**src/rtl/instr_fetch_unit_if.sv**
```systemverilog
// Program-memory read bus between the fetch unit and memory.
// master: mem_addr/mem_rd out, mem_rdata/mem_ready in; slave mirrors it.
interface instr_fetch_unit_if #(
  parameter int ADDR_W = 8
);
  logic [ADDR_W-1:0] mem_addr;
  logic              mem_rd;
  logic [7:0]        mem_rdata;
  logic              mem_ready;

  modport master (
    output mem_addr,
    output mem_rd,
    input  mem_rdata,
    input  mem_ready
  );

  modport slave (
    input  mem_addr,
    input  mem_rd,
    output mem_rdata,
    output mem_ready
  );
endinterface

```
**src/rtl/instr_fetch_unit.sv**
```systemverilog
// Fetch front end: owns PC, reads opcode/immediate bytes over mem (master).
// Ports: clk, rst, fetch_req, imm_req, jmp_en, jmp_addr, halt, mem bus,
// instr, imm, instr_valid, imm_valid, pc, busy, halted, fetch_err.
// Define IFU_TIMEOUT_EN to abort reads after TIMEOUT idle cycles.
module instr_fetch_unit #(
  parameter int              ADDR_W   = 8,
  parameter logic [ADDR_W-1:0] RESET_PC = '0,
  parameter int              TIMEOUT  = 15
) (
  input  logic              clk,
  input  logic              rst,
  input  logic              fetch_req,
  input  logic              imm_req,
  input  logic              jmp_en,
  input  logic [ADDR_W-1:0] jmp_addr,
  input  logic              halt,
  instr_fetch_unit_if.master mem,
  output logic [7:0]        instr,
  output logic [7:0]        imm,
  output logic              instr_valid,
  output logic              imm_valid,
  output logic [ADDR_W-1:0] pc,
  output logic              busy,
  output logic              halted,
  output logic              fetch_err
);

  typedef enum logic [1:0] {
    IDLE, WAIT_OP, WAIT_IMM, HALT
  } state_t;

  state_t            state;
  logic              jp_vld;
  logic [ADDR_W-1:0] jp_tgt;
  logic              hp;
  logic              done;
  logic [7:0]        ld_data;
  logic [ADDR_W-1:0] nxt_pc;

  if (TIMEOUT < 1 || ADDR_W < 1) begin : g_bad_cfg
    $error("instr_fetch_unit: bad parameters");
  end

  assign busy   = (state == WAIT_OP) || (state == WAIT_IMM);
  assign halted = (state == HALT);
  assign mem.mem_rd   = busy;
  assign mem.mem_addr = pc;

  // A jump arriving on the completion edge is newest, so it beats the
  // pending target.
  assign nxt_pc = jmp_en ? jmp_addr :
                  jp_vld ? jp_tgt : pc + 1'b1;

`ifdef IFU_TIMEOUT_EN
  localparam int CW = (TIMEOUT < 15) ? 4 : $clog2(TIMEOUT + 1);

  logic [CW-1:0] cnt;
  logic          to_hit;

  assign to_hit  = busy && !mem.mem_ready &&
                   (cnt == CW'(TIMEOUT - 1));
  assign done    = mem.mem_ready || to_hit;
  // Aborted reads deliver a NOP.
  assign ld_data = mem.mem_ready ? mem.mem_rdata : 8'h00;

  always_ff @(posedge clk or posedge rst) begin
    if (rst) begin
      cnt       <= '0;
      fetch_err <= 1'b0;
    end else begin
      if (!busy)
        cnt <= '0;
      else if (!mem.mem_ready)
        cnt <= cnt + 1'b1;
      if (to_hit)
        fetch_err <= 1'b1;
    end
  end
`else
  assign done      = mem.mem_ready;
  assign ld_data   = mem.mem_rdata;
  assign fetch_err = 1'b0;
`endif

  always_ff @(posedge clk or posedge rst) begin
    if (rst) begin
      state       <= IDLE;
      pc          <= RESET_PC;
      instr       <= 8'h00;
      imm         <= 8'h00;
      instr_valid <= 1'b0;
      imm_valid   <= 1'b0;
      jp_vld      <= 1'b0;
      jp_tgt      <= '0;
      hp          <= 1'b0;
    end else begin
      instr_valid <= 1'b0;
      imm_valid   <= 1'b0;
      unique case (state)
        IDLE: begin
          jp_vld <= 1'b0;
          hp     <= 1'b0;
          if (halt)
            state <= HALT;
          else if (jmp_en)
            pc <= jmp_addr;
          else if (fetch_req)
            state <= WAIT_OP;
          else if (imm_req)
            state <= WAIT_IMM;
        end
        WAIT_OP, WAIT_IMM: begin
          if (jmp_en) begin
            jp_vld <= 1'b1;
            jp_tgt <= jmp_addr;
          end
          if (halt)
            hp <= 1'b1;
          if (done) begin
            if (state == WAIT_OP) begin
              instr       <= ld_data;
              instr_valid <= 1'b1;
            end else begin
              imm       <= ld_data;
              imm_valid <= 1'b1;
            end
            pc    <= nxt_pc;
            state <= (hp || halt) ? HALT : IDLE;
          end
        end
        HALT: state <= HALT;
        default: state <= IDLE;
      endcase
    end
  end

endmodule

```
**src/flat_wrapper.sv**
```systemverilog
// flat-port wrapper written by rule: the top's interface ports become plain ports
module instr_fetch_unit_flat 
#(
  parameter int              ADDR_W   = 8,
  parameter logic [ADDR_W-1:0] RESET_PC = '0,
  parameter int              TIMEOUT  = 15
)
  (clk, rst, fetch_req, imm_req, jmp_en, jmp_addr, halt, instr, imm, instr_valid, imm_valid, pc, busy, halted, fetch_err, mem_mem_addr, mem_mem_rd, mem_mem_rdata, mem_mem_ready);
  instr_fetch_unit_if #(.ADDR_W(ADDR_W)) mem_i ();
  input  logic clk;
  input  logic rst;
  input  logic fetch_req;
  input  logic imm_req;
  input  logic jmp_en;
  input  logic [ADDR_W-1:0] jmp_addr;
  input  logic halt;
  output logic [7:0] instr;
  output logic [7:0] imm;
  output logic instr_valid;
  output logic imm_valid;
  output logic [ADDR_W-1:0] pc;
  output logic busy;
  output logic halted;
  output logic fetch_err;
  output wire logic [$bits(mem_i.mem_addr)-1:0] mem_mem_addr;
  output wire logic [$bits(mem_i.mem_rd)-1:0] mem_mem_rd;
  input wire logic [$bits(mem_i.mem_rdata)-1:0] mem_mem_rdata;
  input wire logic [$bits(mem_i.mem_ready)-1:0] mem_mem_ready;
  assign mem_mem_addr = mem_i.mem_addr;
  assign mem_mem_rd = mem_i.mem_rd;
  assign mem_i.mem_rdata = mem_mem_rdata;
  assign mem_i.mem_ready = mem_mem_ready;
  instr_fetch_unit #(.ADDR_W(ADDR_W), .RESET_PC(RESET_PC), .TIMEOUT(TIMEOUT)) u_core (.clk(clk), .rst(rst), .fetch_req(fetch_req), .imm_req(imm_req), .jmp_en(jmp_en), .jmp_addr(jmp_addr), .halt(halt), .mem(mem_i), .instr(instr), .imm(imm), .instr_valid(instr_valid), .imm_valid(imm_valid), .pc(pc), .busy(busy), .halted(halted), .fetch_err(fetch_err));
endmodule
```
**config.mk**
```make
export PLATFORM = sky130hd
export DESIGN_NAME = instr_fetch_unit_flat
export DESIGN_NICKNAME = d
export VERILOG_FILES = /design/src/rtl/instr_fetch_unit_if.sv /design/src/rtl/instr_fetch_unit.sv /design/src/flat_wrapper.sv
export SDC_FILE = /design/constraint.sdc
export NUM_CORES = 1
export LEC_CHECK = 0
export ABC_AREA = 1
export CORE_MARGIN = 2
export CORE_UTILIZATION = 46
export CTS_BUF_LIST = sky130_fd_sc_hd__clkbuf_16
export DETAILED_ROUTE_END_ITERATION = 6
export PLACE_DENSITY_LB_ADDON = 0.1
export SYNTH_ARGS = -nofsm -noshare
export SYNTH_HDL_FRONTEND = slang
export SYNTH_SLANG_ARGS = --single-unit
```
**constraint.sdc**
```tcl
create_clock -name clk -period 1.8 [get_ports clk]
set_input_delay 0.36 -clock clk [delete_from_list [all_inputs] [get_ports clk]]
set_output_delay 0.36 -clock clk [all_outputs]
set_load 0.1 [all_outputs]
```
==> flow_metrics.tcl <==
set metrics [dict create \
    numCtsBuffers 5 \
    cts_hold_buffers 0 \
    fin_crit_ns 1.62 \
    numClockSinks 38 \
    cts_resized 0 \
    r2r.worst_path.cells 8 \
    synthCells 230 \
    cts_tree "yes" \
    slowest_delay_ns 0.37 \
    cp_slowest_cell "dfrtp_1" \
    post_cts_buffers 0 \
    cp-end-kind "primary output" \
    io_pins 61 \
    whs_path_depth 2 \
    viasPerCell 4.94 \
    track_usage_pct 19.2 \
    die_w_um 69.3 \
    hpwl_um 3250 \
    fillCellCount 283 \
    cp_max_fo 8 \
    syn_nets 257 \
    m1WireLength_um 1880 \
    fin_skew_ns 0.00644 \
    multi_input_area_sq_um 783 \
    ys_ff_latch 38 \
    rows 23 \
    dp_slack_ns 0.0438 \
    synth_seq_area_share_pct 48.5 \
    cts_buffer_depth 2 \
    first_global_vias 1640 \
    syn_area_per_cell_sq_um 8.52 \
    status "finished, final reports clean" \
    yosys_warnings 0 \
    rrSetupSlack_ns 0.20 \
    fp.dieH_um 69.3 \
    cap_violations 0 \
    post-route-period-util_pct 90.0 \
    yosysMostFrequentCell "nand2_1" \
    synth_area_leader_cell "dfrtp_1" \
    start_kind "flip-flop" \
    synth_top_cells_by_count "52 x nand2_1, 38 x dfrtp_1, 28 x inv_1, 21 x o21ai_0, 16 x nor2_1" \
    cp.required_ns 1.44 \
    n_antenna_cell 0 \
    ant_nets 0 \
    path_cells "inv_1 > ha_4 > buf_12" \
    synth_area_leaders "dfrtp_1 49%, nand2_1 10%, inv_1 5.4%" \
    crit_arrival_ns 1.26 \
    async_reset_ff_share_pct 100 \
    gp_congestion 0.829 \
    drive_above_1_share_pct 25.4 \
    synth_top_area_share_pct 48.5 \
    wl_met3_um 226 \
    path_class "reg2out" \
    core-area_sq_um 4060 \
    wire_per_inst_um 13.1 \
    fin_nets 310 \
    wl_um 4380 \
    root_buffer "clkbuf_16" \
    seq_area_sq_um 953 \
    syn-cell-area_sq_um 1960 \
    grt_overflow_total 0 \
    finalSetupViolations 0 \
    synth_edf_count 0 \
    min-delay-start "u_core.jp_tgt[7]" \
    rsz0062_at_grt "false" \
    r2r-start "u_core.state[0]" \
    start_util_pct 48.3 \
    min_to "u_core.jp_tgt[7]" \
    vias 1651 \
    numPortBuffers 59 \
    antenna_found_initial 0 \
    grt_max_degree 39 \
    finalSetupTns_ns 0 \
    hold_viol 0 \
    worstSkewPairLatency_ns 0.28 \
    drtPass1Iterations 4 \
    cts_max_level 2 \
    syn_to_final_growth_pct 56.1 \
    drc 0 \
    drt_iter0_markers 94 \
    ys_types 26 \
    fmax_ghz 0.617 \
    timing.rr.end "u_core.mem.mem_addr[3]" \
    hold_path_class "reg2reg" \
    clk_pin_slew_ns 0.06 \
    wl_met2_um 2210 \
    synthFlopType "dfrtp_1" \
    maxSlewViolCount 0 \
    dieArea_sq_um 4800 \
    setup_ws_ns 0.180 \
    highest_layer "met4" \
    grt_pass1_wl_um 7420 \
]
sequential cells by signal (all words and copies together) (netlist names):
signal and flops:
u_core.jp_vld 1, u_core.mem.mem_addr 8, u_core.instr 8, u_core.imm_valid 1
u_core.jp_tgt 8, u_core.imm 8, u_core.instr_valid 1, u_core.state 2
u_core.hp 1
final cells by class:
class / instances / area share [%]
sequential: 38 / 31.2
tap: 50 / 2.05
multi-input combinational: 145 / 25.6
clock inverter: 3 / 1.23
clock buffer: 5 / 4.09
timing repair buffer: 61 / 31.9
inverter: 32 / 3.93
worst max path at each step:
stage	from	slack (ns)	end
2_1_floorplan	u_core.mem.mem_addr[2]	0.04	pc[2]
3_3_place_gp	jmp_en	0.1	u_core.mem.mem_addr[1]
3_5_place_dp	jmp_en	0.04	u_core.mem.mem_addr[1]
4_1_cts	u_core.state[0]	0.17	busy
5_1_grt	u_core.state[0]	0.05	u_core.mem.mem_addr[3]
6_report	u_core.state[0]	0.18	busy
per-stage QoR:
| step | hold WS (ns) | instance area, sq um | std cells | util [%] |
|---|---|---|---|---|
| after global routing | 0.513 | 3060 | 334 | 75.4 |
| after detailed placement | 0.482 | 2900 | 326 | 71.4 |
| final | 0.495 | 3060 | 334 | 75.4 |
| after global placement | 0.463 | 2900 | 326 | 71.4 |
| after floorplan | 0.443 | 1970 | 230 | - |
| after CTS | 0.501 | 3060 | 334 | 75.4 |
critical path, delay by kind of cell (launching register included):
kind / cells / cell delay (ns)
buffers and inverters: 2 / 0.28
adder cells (fa/ha/maj): 1 / 0.34
flip-flops: 1 / 0.37
kinds of logic after synthesis:
group | Yosys count | synth area share [%]
fa+ha+maj | 4 | 2.55
compound gates | 47 | 14.0
simple gates | 88 | 19.7
other cells | 1 | 0.191
flops | 38 | 48.5
buf+inv | 47 | 12.1
mux | 5 | 2.87
metal layers:
layer | up-vias | track usage, %
met5 | - | 0
met3 | 6 | 6.98
met1 | 769 | 22.9
met2 | 45 | 32.2
met4 | 0 | 6.54
li1 | 831 | -
layout by cell type, fill, tap and decap left out, types with 4 or more instances in the layout:
cell type / instances
o21ai_0: 21
inv_2: 4
a21oi_1: 12
nand2_1: 52
dfrtp_1: 36
inv_1: 30
mux2_2: 5
o21ai_2: 8
clkdlybuf4s50_1: 22
buf_12: 37
nand3_1: 11
nor2_1: 16
clkbuf_16: 5
Power is not shown: default switching activity piles up to over one toggle a cycle in this logic, so the estimate is an artifact.
==> RTL change (same settings) <==
Add a define of `IFU_TIMEOUT_EN`.
--- a/src/rtl/instr_fetch_unit.sv
+++ b/src/rtl/instr_fetch_unit.sv
@@ -4,2 +4,4 @@
 // Define IFU_TIMEOUT_EN to abort reads after TIMEOUT idle cycles.
+`define IFU_TIMEOUT_EN
+
 module instr_fetch_unit #(
Behaviour: same outputs for any inputs over 10 cycles, from zero or initial values and one cycle with rst high; that may be too few to reach the edited logic, so the function may still have changed.
==> RTL change against the unedited design <==
Wire length grew 26%. Maximum frequency shrank 5.8%. Die area grew 17%. Sequential cell count grew 5. Area after synthesis grew 18%. Design area grew 14%. Setup slack lost 0.099 ns. Largest cell class is now flip-flops and latches.
Power is left out: the tool's default activity adds up to more than one toggle a clock period on the data nets, which glitch-free logic cannot reach.
==> RTL change: results (changes against the unedited design) <==
- Status: finished clean
- Net Count, Synth: 308 (+20%)
- Largest net degree at the start of global routing: 40 (+2.6%)
- Final #Nets: 367 (+18%)
- Gr usage total: 0.219 (+0.0268)
- Worst-Skew Late Latency: 0.28 ns (about the same)
- Seq/Total Area, Yosys: 0.464 (-0.0212)
- Share of layout cells above drive strength 1: 0.243 (-0.0102)
- Critical path launch point: u_core.state[0]$_DFFE_PP0P_
- Clock Skew: 0.00543 ns (-0.00101 ns)
- Worst r2r path cells: 9 (+1)
- # fillers: 346 (+22%)
- Final wirelength: 5530 um (+26%)
- Worst-path maximum fanout: 6 (-2)
- IO Port Bufs: 60 (+1.7%)
- Reg2reg end: u_core.instr[2]$_DFFE_PP0P_
- Hold Crit Class: input pin to asynchronous set/reset pin
- DR vias: 2033 (+23%)
- Diode count: 0 (unchanged)
- DR iter-0 viols: 132 (+40%)
- Fmax: 0.582 GHz (-5.8%)
- First-pass GRT wire length: 9290 um (+25%)
- Synth unique cells: 30 (+15%)
- Placer congestion estimate: 0.844 (+1.9%)
- Dpl hpwl: 4140 um (+27%)
- DP Worst Slack: 0.0247 ns (-0.0191 ns)
- Largest cells by area after synthesis: dfrtp_1 (46%), nand2_1 (11%), inv_1 (4.9%)
- FF-to-FF setup slack: 0.13 ns (-0.07 ns)
- Htree depth: 2 (unchanged)
- Vias in the first global route: 1944 (+19%)
- Slew HR: 0.668
RTL change: cell types whose count changed after synthesis, moves of 2 or more:
cell / change
a21oi_1: -9
o21ai_2: -7
ha_1: +4
nand2_2: +2
nand2_1: +15
inv_1: +2
a21oi_2: +5
o21ai_1: +19
mux2_2: -5
nor2_1: +12
dfrtp_1: +5
nand2_4: +5
nor2_2: +2
RTL change: logic make-up after synthesis:
group           Yosys count  share of synthesized area
fa+ha+maj                 8                     0.0432
buf+inv                  48                      0.103
simple gates            126                      0.265
flops                    43                      0.464
compound gates           52                      0.125
RTL change: cell type report:
| cell class | instances | area share |
|---|---|---|
| inverter | 35 | 0.0399 |
| multi-input combinational | 186 | 0.292 |
| tap | 67 | 0.0241 |
| sequential | 43 | 0.310 |
| timing repair buffer | 65 | 0.295 |
| clock inverter | 3 | 0.00359 |
| clock buffer | 5 | 0.0359 |
RTL change: worst max-delay path, cell delays in order, from the launching register on:
cell     delay, ns
dfrtp_1       0.40
inv_1         0.12
ha_4          0.37
buf_12        0.19
RTL change: metal layers:
layer	GRT usage	routed length (um)	up-vias
li1	-	-	989
met4	0.0675	63	0
met2	0.344	2770	73
met5	0	0	-
met3	0.0428	349	8
met1	0.309	2350	963
RTL change: repair_timing:
action / 4_1_cts / 5_1_grt
buffers inserted: 0 / 2
setup endpoints to repair: 0 / 24
hold endpoints to repair: 0 / 0
RTL change: through the flow:
stage / cell area [um2] / instances / hold WS, ns
6_report: 3480 / 404 / 0.318
5_1_grt: 3480 / 404 / 0.355
4_1_cts: 3470 / 402 / 0.317
3_5_place_dp: 3330 / 394 / 0.472
3_3_place_gp: 3330 / 394 / 0.461
2_1_floorplan: 2330 / 277 / 0.445
